**src/rtl/mccpu_ctrl_if.sv**
```systemverilog
// mccpu_ctrl_if: IR fields, ALU flag and memory handshake in,
// datapath controls, debug state and instret out.
interface mccpu_ctrl_if #(
  parameter int CNT_W = 32
);
  logic [5:0]       Op;
  logic [5:0]       Funct;
  logic             Zero;
  logic             mem_ready;
  logic             PCWrite;
  logic             IRWrite;
  logic             RegWrite;
  logic             MemRead;
  logic             MemWrite;
  logic             EXTOp;
  logic             ALUSrc;
  logic [2:0]       ALUOp;
  logic [1:0]       NPCOp;
  logic [1:0]       GPRSel;
  logic [1:0]       WDSel;
  logic [2:0]       state;
  logic             illegal;
  logic             mem_err;
  logic [CNT_W-1:0] instret;

  modport master (
    input  Op, Funct, Zero, mem_ready,
    output PCWrite, IRWrite, RegWrite,
    output MemRead, MemWrite, EXTOp, ALUSrc,
    output ALUOp, NPCOp, GPRSel, WDSel,
    output state, illegal, mem_err, instret
  );

  modport slave (
    output Op, Funct, Zero, mem_ready,
    input  PCWrite, IRWrite, RegWrite,
    input  MemRead, MemWrite, EXTOp, ALUSrc,
    input  ALUOp, NPCOp, GPRSel, WDSel,
    input  state, illegal, mem_err, instret
  );
endinterface

```
**src/rtl/mccpu_ctrl.sv**
```systemverilog
// mccpu_ctrl: multi-cycle MIPS control FSM (IF/ID/EXE/MEM/WB) with instret.
// Define JAL_EN to decode jal (Op=6'h03) with a $31 link write-back.
module mccpu_ctrl #(
  parameter int CNT_W   = 32,
  parameter int TIMEOUT = 0
) (
  input logic          clk,
  input logic          rstn,
  mccpu_ctrl_if.master bus
);
  localparam logic [2:0] S_IF  = 3'd0;
  localparam logic [2:0] S_ID  = 3'd1;
  localparam logic [2:0] S_EXE = 3'd2;
  localparam logic [2:0] S_MEM = 3'd3;
  localparam logic [2:0] S_WB  = 3'd4;
  localparam int TW = (TIMEOUT > 1) ? $clog2(TIMEOUT) : 1;

  logic [2:0]       r_state;
  logic [2:0]       w_nxt;
  logic [TW-1:0]    r_wait;
  logic [CNT_W-1:0] r_instret;

  logic w_rty, w_add, w_sub, w_and, w_or;
  logic w_slt, w_sltu, w_addi, w_ori;
  logic w_lw, w_sw, w_beq, w_j, w_jal, w_legal;
  logic [2:0] w_alu;
  logic [1:0] w_gpr;
  logic w_ext, w_src;

  assign w_rty  = bus.Op == 6'h00;
  assign w_add  = w_rty && (bus.Funct == 6'h20
                         || bus.Funct == 6'h21);
  assign w_sub  = w_rty && (bus.Funct == 6'h22
                         || bus.Funct == 6'h23);
  assign w_and  = w_rty && bus.Funct == 6'h24;
  assign w_or   = w_rty && bus.Funct == 6'h25;
  assign w_slt  = w_rty && bus.Funct == 6'h2a;
  assign w_sltu = w_rty && bus.Funct == 6'h2b;
  assign w_addi = bus.Op == 6'h08;
  assign w_ori  = bus.Op == 6'h0d;
  assign w_lw   = bus.Op == 6'h23;
  assign w_sw   = bus.Op == 6'h2b;
  assign w_beq  = bus.Op == 6'h04;
  assign w_j    = bus.Op == 6'h02;
`ifdef JAL_EN
  assign w_jal  = bus.Op == 6'h03;
`else
  assign w_jal  = 1'b0;
`endif
  assign w_legal = w_add | w_sub | w_and | w_or
                 | w_slt | w_sltu | w_addi | w_ori
                 | w_lw | w_sw | w_beq | w_j | w_jal;

  always_comb begin
    w_alu = 3'd0;
    w_ext = 1'b0;
    w_src = 1'b0;
    w_gpr = 2'b00;
    unique case (1'b1)
      w_add:  w_alu = 3'd1;
      w_sub:  w_alu = 3'd2;
      w_and:  w_alu = 3'd3;
      w_or:   w_alu = 3'd4;
      w_slt:  w_alu = 3'd5;
      w_sltu: w_alu = 3'd6;
      w_addi, w_lw, w_sw: begin
        w_alu = 3'd1;
        w_ext = 1'b1;
        w_src = 1'b1;
        w_gpr = 2'b01;
      end
      w_ori: begin
        w_alu = 3'd4;
        w_src = 1'b1;
        w_gpr = 2'b01;
      end
      w_beq: begin
        w_alu = 3'd2;
        w_ext = 1'b1;
      end
      default: ;
    endcase
  end

  logic w_wait, w_tmo;
  assign w_wait = (r_state == S_IF || r_state == S_MEM)
               && !bus.mem_ready;
  assign w_tmo  = (TIMEOUT > 0) && w_wait
               && (r_wait == TW'(TIMEOUT - 1));

  always_ff @(posedge clk or negedge rstn) begin
    if (!rstn) r_state <= S_IF;
    else       r_state <= w_nxt;
  end

  always_comb begin
    w_nxt = r_state;
    unique case (r_state)
      S_IF: begin
        if (w_tmo)              w_nxt = S_IF;
        else if (bus.mem_ready) w_nxt = S_ID;
      end
      S_ID: begin
        if (w_j || !w_legal) w_nxt = S_IF;
        else if (w_jal)      w_nxt = S_WB;
        else                 w_nxt = S_EXE;
      end
      S_EXE: begin
        if (w_beq)             w_nxt = S_IF;
        else if (w_lw || w_sw) w_nxt = S_MEM;
        else                   w_nxt = S_WB;
      end
      S_MEM: begin
        if (w_tmo)              w_nxt = S_IF;
        else if (bus.mem_ready) w_nxt = w_lw ? S_WB : S_IF;
      end
      S_WB:    w_nxt = S_IF;
      default: w_nxt = S_IF;
    endcase
  end

  logic w_pcw, w_irw, w_rw, w_mr, w_mw, w_ill, w_ret;

  always_comb begin
    w_pcw = 1'b0;
    w_irw = 1'b0;
    w_rw  = 1'b0;
    w_mr  = 1'b0;
    w_mw  = 1'b0;
    w_ill = 1'b0;
    w_ret = 1'b0;
    bus.EXTOp  = 1'b0;
    bus.ALUSrc = 1'b0;
    bus.ALUOp  = 3'd0;
    bus.NPCOp  = 2'b00;
    bus.GPRSel = 2'b00;
    bus.WDSel  = 2'b00;
    unique case (r_state)
      S_IF: begin
        w_mr  = 1'b1;
        w_irw = bus.mem_ready;
        w_pcw = bus.mem_ready;
      end
      S_ID: begin
        w_ill = !w_legal;
        if (w_j || w_jal) begin
          w_pcw     = 1'b1;
          bus.NPCOp = 2'b10;
        end
        w_ret = w_j;
      end
      S_EXE: begin
        bus.EXTOp  = w_ext;
        bus.ALUSrc = w_src;
        bus.ALUOp  = w_alu;
        if (w_beq && bus.Zero) begin
          w_pcw     = 1'b1;
          bus.NPCOp = 2'b01;
        end
        w_ret = w_beq;
      end
      S_MEM: begin
        bus.EXTOp = w_ext;
        w_mr  = w_lw;
        w_mw  = w_sw;
        w_ret = w_sw && bus.mem_ready;
      end
      S_WB: begin
        bus.EXTOp = w_ext;
        w_rw  = 1'b1;
        w_ret = 1'b1;
        // jal links PC into $31; lw takes the memory word into rt
        if (w_jal) begin
          bus.GPRSel = 2'b10;
          bus.WDSel  = 2'b10;
        end else begin
          bus.GPRSel = w_gpr;
          bus.WDSel  = w_lw ? 2'b01 : 2'b00;
        end
      end
      default: ;
    endcase
  end

  assign bus.PCWrite  = w_pcw & rstn;
  assign bus.IRWrite  = w_irw & rstn;
  assign bus.RegWrite = w_rw  & rstn;
  assign bus.MemRead  = w_mr  & rstn;
  assign bus.MemWrite = w_mw  & rstn;
  assign bus.illegal  = w_ill & rstn;
  assign bus.mem_err  = w_tmo & rstn;
  assign bus.state    = r_state;
  assign bus.instret  = r_instret;

  always_ff @(posedge clk or negedge rstn) begin
    if (!rstn)
      r_wait <= '0;
    else if (w_tmo || w_nxt != r_state)
      r_wait <= '0;
    else if (w_wait)
      r_wait <= r_wait + 1'b1;
  end

  always_ff @(posedge clk or negedge rstn) begin
    if (!rstn)      r_instret <= '0;
    else if (w_ret) r_instret <= r_instret + 1'b1;
  end
endmodule

```
**src/flat_wrapper.sv**
```systemverilog
// flat-port wrapper written by rule: the top's interface ports become plain ports
module mccpu_ctrl_flat 
#(
  parameter int CNT_W   = 32,
  parameter int TIMEOUT = 0
)
  (clk, rstn, bus_Op, bus_Funct, bus_Zero, bus_mem_ready, bus_PCWrite, bus_IRWrite, bus_RegWrite, bus_MemRead, bus_MemWrite, bus_EXTOp, bus_ALUSrc, bus_ALUOp, bus_NPCOp, bus_GPRSel, bus_WDSel, bus_state, bus_illegal, bus_mem_err, bus_instret);
  mccpu_ctrl_if #(.CNT_W(CNT_W)) bus_i ();
  input logic clk;
  input logic rstn;
  input wire logic [$bits(bus_i.Op)-1:0] bus_Op;
  input wire logic [$bits(bus_i.Funct)-1:0] bus_Funct;
  input wire logic [$bits(bus_i.Zero)-1:0] bus_Zero;
  input wire logic [$bits(bus_i.mem_ready)-1:0] bus_mem_ready;
  output wire logic [$bits(bus_i.PCWrite)-1:0] bus_PCWrite;
  output wire logic [$bits(bus_i.IRWrite)-1:0] bus_IRWrite;
  output wire logic [$bits(bus_i.RegWrite)-1:0] bus_RegWrite;
  output wire logic [$bits(bus_i.MemRead)-1:0] bus_MemRead;
  output wire logic [$bits(bus_i.MemWrite)-1:0] bus_MemWrite;
  output wire logic [$bits(bus_i.EXTOp)-1:0] bus_EXTOp;
  output wire logic [$bits(bus_i.ALUSrc)-1:0] bus_ALUSrc;
  output wire logic [$bits(bus_i.ALUOp)-1:0] bus_ALUOp;
  output wire logic [$bits(bus_i.NPCOp)-1:0] bus_NPCOp;
  output wire logic [$bits(bus_i.GPRSel)-1:0] bus_GPRSel;
  output wire logic [$bits(bus_i.WDSel)-1:0] bus_WDSel;
  output wire logic [$bits(bus_i.state)-1:0] bus_state;
  output wire logic [$bits(bus_i.illegal)-1:0] bus_illegal;
  output wire logic [$bits(bus_i.mem_err)-1:0] bus_mem_err;
  output wire logic [$bits(bus_i.instret)-1:0] bus_instret;
  assign bus_i.Op = bus_Op;
  assign bus_i.Funct = bus_Funct;
  assign bus_i.Zero = bus_Zero;
  assign bus_i.mem_ready = bus_mem_ready;
  assign bus_PCWrite = bus_i.PCWrite;
  assign bus_IRWrite = bus_i.IRWrite;
  assign bus_RegWrite = bus_i.RegWrite;
  assign bus_MemRead = bus_i.MemRead;
  assign bus_MemWrite = bus_i.MemWrite;
  assign bus_EXTOp = bus_i.EXTOp;
  assign bus_ALUSrc = bus_i.ALUSrc;
  assign bus_ALUOp = bus_i.ALUOp;
  assign bus_NPCOp = bus_i.NPCOp;
  assign bus_GPRSel = bus_i.GPRSel;
  assign bus_WDSel = bus_i.WDSel;
  assign bus_state = bus_i.state;
  assign bus_illegal = bus_i.illegal;
  assign bus_mem_err = bus_i.mem_err;
  assign bus_instret = bus_i.instret;
  mccpu_ctrl #(.CNT_W(CNT_W), .TIMEOUT(TIMEOUT)) u_core (.clk(clk), .rstn(rstn), .bus(bus_i));
endmodule
```
**config.mk**
```make
export PLATFORM = sky130hd
export DESIGN_NAME = mccpu_ctrl_flat
export DESIGN_NICKNAME = d
export VERILOG_FILES = /design/src/rtl/mccpu_ctrl_if.sv /design/src/rtl/mccpu_ctrl.sv /design/src/flat_wrapper.sv
export SDC_FILE = /design/constraint.sdc
export NUM_CORES = 1
export LEC_CHECK = 0
export CAP_MARGIN = 40
export CORE_MARGIN = 5
export CORE_UTILIZATION = 36
export DETAILED_ROUTE_END_ITERATION = 16
export GPL_ROUTABILITY_DRIVEN = 0
export HOLD_SLACK_MARGIN = 0.05
export SLEW_MARGIN = 5
export SYNTH_ARGS = -nofsm -noshare
export SYNTH_HDL_FRONTEND = slang
export SYNTH_SLANG_ARGS = --single-unit
```
**constraint.sdc**
```tcl
create_clock -name clk -period 2.7 [get_ports clk]
set_clock_uncertainty 0.2 [all_clocks]
set_input_delay 0.27 -clock clk [delete_from_list [all_inputs] [get_ports clk]]
set_output_delay 0.27 -clock clk [all_outputs]
set_load 0.05 [all_outputs]
```
Yosys cells after proc, flatten, opt, wreduce, memory -nomap -nowiden
Index checks and enable logic that the tools add are counted.
Storage, ports and cells
  logic and storage cells: 91
  flip-flop bits (word level): 35
  output and inout bits: 53
Cells by class
  reductions and logical operators: 22
  add/subtract/negate cells: 1
  bitwise logic cells: 17
  multiplexer cells: 29
  equality and inequality tests: 20
Operators with widths (number)
  $eq A6 B6 Y1 const B: 10
  $add A32 B1 Y32 const B: 1
  $mux W3: 6
  $pmux W3 S6: 1
  $mux W1: 13
  $eq A6 B4 Y1 const B: 2
  $pmux W3 S4: 1
  $reduce_or A4 Y1: 3
  $or A1 B1 Y1: 11
  $logic_and A1 B1 Y1: 8
  $mux W2: 4
  $and A1 B1 Y1: 6
  $eq A3 B2 Y1 const B: 2
  $eq A6 B2 Y1 const B: 1
  $eq A6 B3 Y1 const B: 1
  $logic_not A6 Y1: 1
  $logic_or A1 B1 Y1: 4
  $ne A2 B2 Y1 const B: 2
  $pmux W1 S4: 1
  $pmux W2 S2: 1
  $reduce_or A2 Y1: 2
  $eq A3 B1 Y1 const B: 1
  $eq A3 B3 Y1 const B: 1
  $logic_not A3 Y1: 1
  other kinds (5): 5

Depth between registers and ports, before layout
  depth after elaboration: 18
  gate-level depth with buffers: 7
  depth with buffers taken out: 6

Least setup slack after synthesis
Ideal clock, no wire load.
  path kind: reg-to-output
  start point: reg u_core.r_state[1], in the netlist u_core.bus.state[1]
  end point: out bus_ALUOp[1]
  stages on the path, launching flop included: 5
  buffers on the path: 1
  data required time: 2.230 ns
  setup slack: -0.161 ns
  arrival time: 2.391 ns
  path through: dfrtp_1 > buf_2 > nand2b_1 > or2_2 > nor3_1
Between the ends
  cells in the longest elaborated chain, start to end: 2
RTL lines
  start, declared: line mccpu_ctrl.sv:18  | logic [2:0] r_state;
  start signal, assigned: line mccpu_ctrl.sv:93  | else r_state <= w_nxt;
  $eq A3 B2 Y1: line mccpu_ctrl.sv:138  | unique case (r_state)
  $mux W3: line mccpu_ctrl.sv:138
  end, declared: line flat_wrapper.sv:22  | output wire logic [$bits(bus_i.ALUOp)-1:0] bus_ALUOp;
No other way between the ends.

Final worst setup path
  start point: in bus_Op[3]
  end point: out bus_ALUOp[0]
Between the ends
  cells in the longest elaborated chain, start to end: 5
  elaborated cells on any way between the ends: 17
RTL lines
  start, declared: line flat_wrapper.sv:11  | input wire logic [$bits(bus_i.Op)-1:0] bus_Op;
  $logic_not A6 Y1: line mccpu_ctrl.sv:30  | assign w_rty = bus.Op == 6'h00;
  $logic_and A1 B1 Y1 (on tied branches): line mccpu_ctrl.sv:31, mccpu_ctrl.sv:33, mccpu_ctrl.sv:36
  $reduce_or A4 Y1 (no line) / $reduce_or A2 Y1 (equally long branches)
  $pmux W3 S6 (*): line mccpu_ctrl.sv:59  | unique case (1'b1)
  $mux W3 (*): line mccpu_ctrl.sv:138
Every way passes the cells marked *; elsewhere a longest branch is shown, timed or not.

==> summary.txt <==
Yosys warnings -> 0
Worst Hold Launch -> u_core.bus.instret[31]
Die area -> 7860 um^2
Clock transition at the registers of the reported paths -> 0.07 ns
Nets -> 316
LEAKAGE -> 1.14 nW
VDD IR max -> 295 uV
FF+latch count, synth -> 35
RR Startpoint -> u_core.bus.state[0]
Ports -> 69
Tmin final -> 2.50 ns
1st-iter DRT viols -> 56
RSZ-0062 raised after global routing -> false
Tcrit/Tclk final -> 92.7%
Mapped Area -> 2230 um^2
Placement Cell Area -> 3040 um^2
Post-CTS Repair Setup Buffers -> 0
Row Count -> 28
CP top delay family -> buffers and inverters
Most frequent cell after synthesis -> dfrtp_1
R2R depth -> 6
Largest net degree at the start of global routing -> 36
Worst path bufs/invs -> 2
Outcome -> finished, final reports clean
Post-synth EDFFs -> 0
Metal-1 WL -> 2540 um
Slew Limit Headroom -> 65.9%
Slowest stage delay, CP -> 0.56 ns
Drt wl/cell -> 14.6 um
WHS Path Cells -> 1
Initial Util -> 37.4%
Post-DP HPWL -> 4280 um
Yosys cell types -> 45
Worst path arrival time -> 2.03 ns
Met2 WL -> 2520 um
Synth Flop Type -> dfrtp_1
Met3 Routed Length -> 357 um
Worst-Margin Slew -> 0.510 ns
Routed WL -> 5490 um
WP data required -> 2.23 ns
R2r endpoint -> u_core.bus.instret[19]
Reg2reg setup slack -> 0.58 ns
Max cap viols -> 0
CP max-delay cell -> clkdlybuf4s50_1
All-Layer GR Usage -> 15.0%
Pre-Repair DR Iteration Count -> 4
CTS tree -> done
Final instance area -> 3160 um^2
Die height -> 88.7 um
Synth top area cells -> dfrtp_1 (39%), xor2_1 (7.1%), xnor2_1 (5.5%)
WHS Endpoint -> u_core.bus.instret[31]
Die Wd -> 88.7 um
CTS sink cnt -> 35
Vias per std cell -> 5.20
HP Class -> reg -> reg
Synth top area share -> 39.3%
Crit path kind -> in -> out
CORE AREA -> 5960 um^2
First-pass GRT wire length -> 9250 um
Nature of the critical path startpoint -> input pin
Inserted Diodes -> 0
Slew Viols, Final -> 0
Synth-to-Final Area Change -> 41.9%
Top Layer Used -> met4
Crit path depth -> 7
CP endpoint kind -> output pin
Sequence of cells on the critical path -> clkdlybuf4s50_1 > nor3_4 > nand2_1 > nor3_1 > o21ai_0 > a21oi_1 > buf_12
Final count of hold timing violations -> 0
Critical-path maximum fanout -> 7
Fraction of layout cells with a size suffix above 1 -> 18.0%
Clk Latency, worst-skew pair -> 0.29 ns
Root Buffer -> clkbuf_8
# DRC -> 0
Vias -> 1951
Cell area power density -> 444 nW/um^2
Cts bufs inserted -> 5
Post-route setup TNS -> 0 ns
Yosys top cell by area -> dfrtp_1
Vias in the first global route -> 1861
Syn avg cell area -> 9.40 um^2
Sequential area share after synthesis -> 39.3%
Post-synth ARST share -> 100%
Post-synth top cells -> dfrtp_1 (35), nand2_1 (21), xor2_1 (18)
# setup viols final -> 0
Max H-tree Level -> 2
Final ANT Viol Nets -> 0
Syn Inst Count -> 237
Largest buffer count on any clock path -> 2
Gr ovfl total -> 0
Antenna violations before repair -> 0
IO Port Bufs -> 65
Max Freq -> 0.400 GHz
## area by class of cell
class / instances / area (um^2)
fillers: 569 / 2800
multi-input cells: 182 / 1250
flip-flops and latches: 35 / 876
repair buffers: 69 / 803
well taps: 75 / 93.8
clock buffers: 5 / 68.8
clock inverters: 3 / 43.8
inverters: 6 / 22.5
## worst max path at each step
| stage | slack (ns) | end | start |
|---|---|---|---|
| 6_report | 0.20 | bus_ALUOp[0] | bus_Op[3] |
| 3_5_place_dp | 0.14 | bus_ALUOp[0] | bus_Op[3] |
| 5_1_grt | 0.04 | bus_ALUOp[0] | bus_Op[3] |
| 2_1_floorplan | 0.15 | bus_MemWrite | u_core.bus.state[1] |
| 3_3_place_gp | 0.17 | bus_ALUOp[0] | bus_Op[3] |
| 4_1_cts | 0.13 | bus_ALUOp[0] | bus_Op[3] |
## per-stage QoR
stage                     hold slack (ns)  setup WS, ns  power [mW]  utilization [%]  cells
after floorplan                    -0.226         0.146       0.811                -    239
after global placement              0.223         0.168       0.940             51.0    366
after detailed placement            0.223         0.143       0.940             51.0    366
after CTS                           0.293         0.131        1.42             53.0    375
after global routing                0.307        0.0437        1.47             53.0    375
final                               0.280         0.198        1.40             53.0    375
## repair_timing
item | 4_1_cts | 5_1_grt
endpoints found under the hold margin | 35 | 0
resized for setup | 0 | 0
endpoints found under the setup margin | 0 | 1
hold buffers | 1 | 0
## report_power, final
group          total, mW  internal, mW  switching [mW]
clock              0.476         0.275           0.201
combinational      0.337         0.125           0.212
sequential         0.591         0.550          0.0407
total               1.40         0.950           0.454
## layout by cell type, fill, tap and decap left out, drive strengths merged, types with 4 or more instances in the layout
cell type	count
clkbuf	5
dfrtp	35
nor4	9
nand2b	6
a21oi	9
nor2	14
nand2	21
nor3	20
inv	6
nand3	14
xnor2	14
xor2	18
o21ai	4
clkdlybuf4s50	49
and3	5
buf	19
nand4	18
## kinds of logic (layout without fill, tap and decap cells)
logic type / after synthesis / after routing / synth area share [%]
and+or+nand+nor: 123 / 123 / 35.3
AOI/OAI and AO/OA: 22 / 22 / 6.12
xor gates and xnor gates: 32 / 32 / 12.6
adders and majority gates: 1 / 1 / 0.562
muxes: 1 / 1 / 0.506
DFF: 35 / 35 / 39.3
buffers and inverters: 22 / 83 / 5.39
other: 1 / 3 / 0.168
## metal layers
layer / track usage (%) / vias to the layer above
met3: 3.45 / 7
met4: 4.12 / 0
met5: 0 / -
met1: 21.6 / 926
met2: 22.6 / 59
li1: - / 959
## flip-flops by register name (all words and copies together) (netlist names)
register	cells
u_core.bus.state	3
u_core.bus.instret	32
Note: power is estimated with default switching activity, not from simulation.
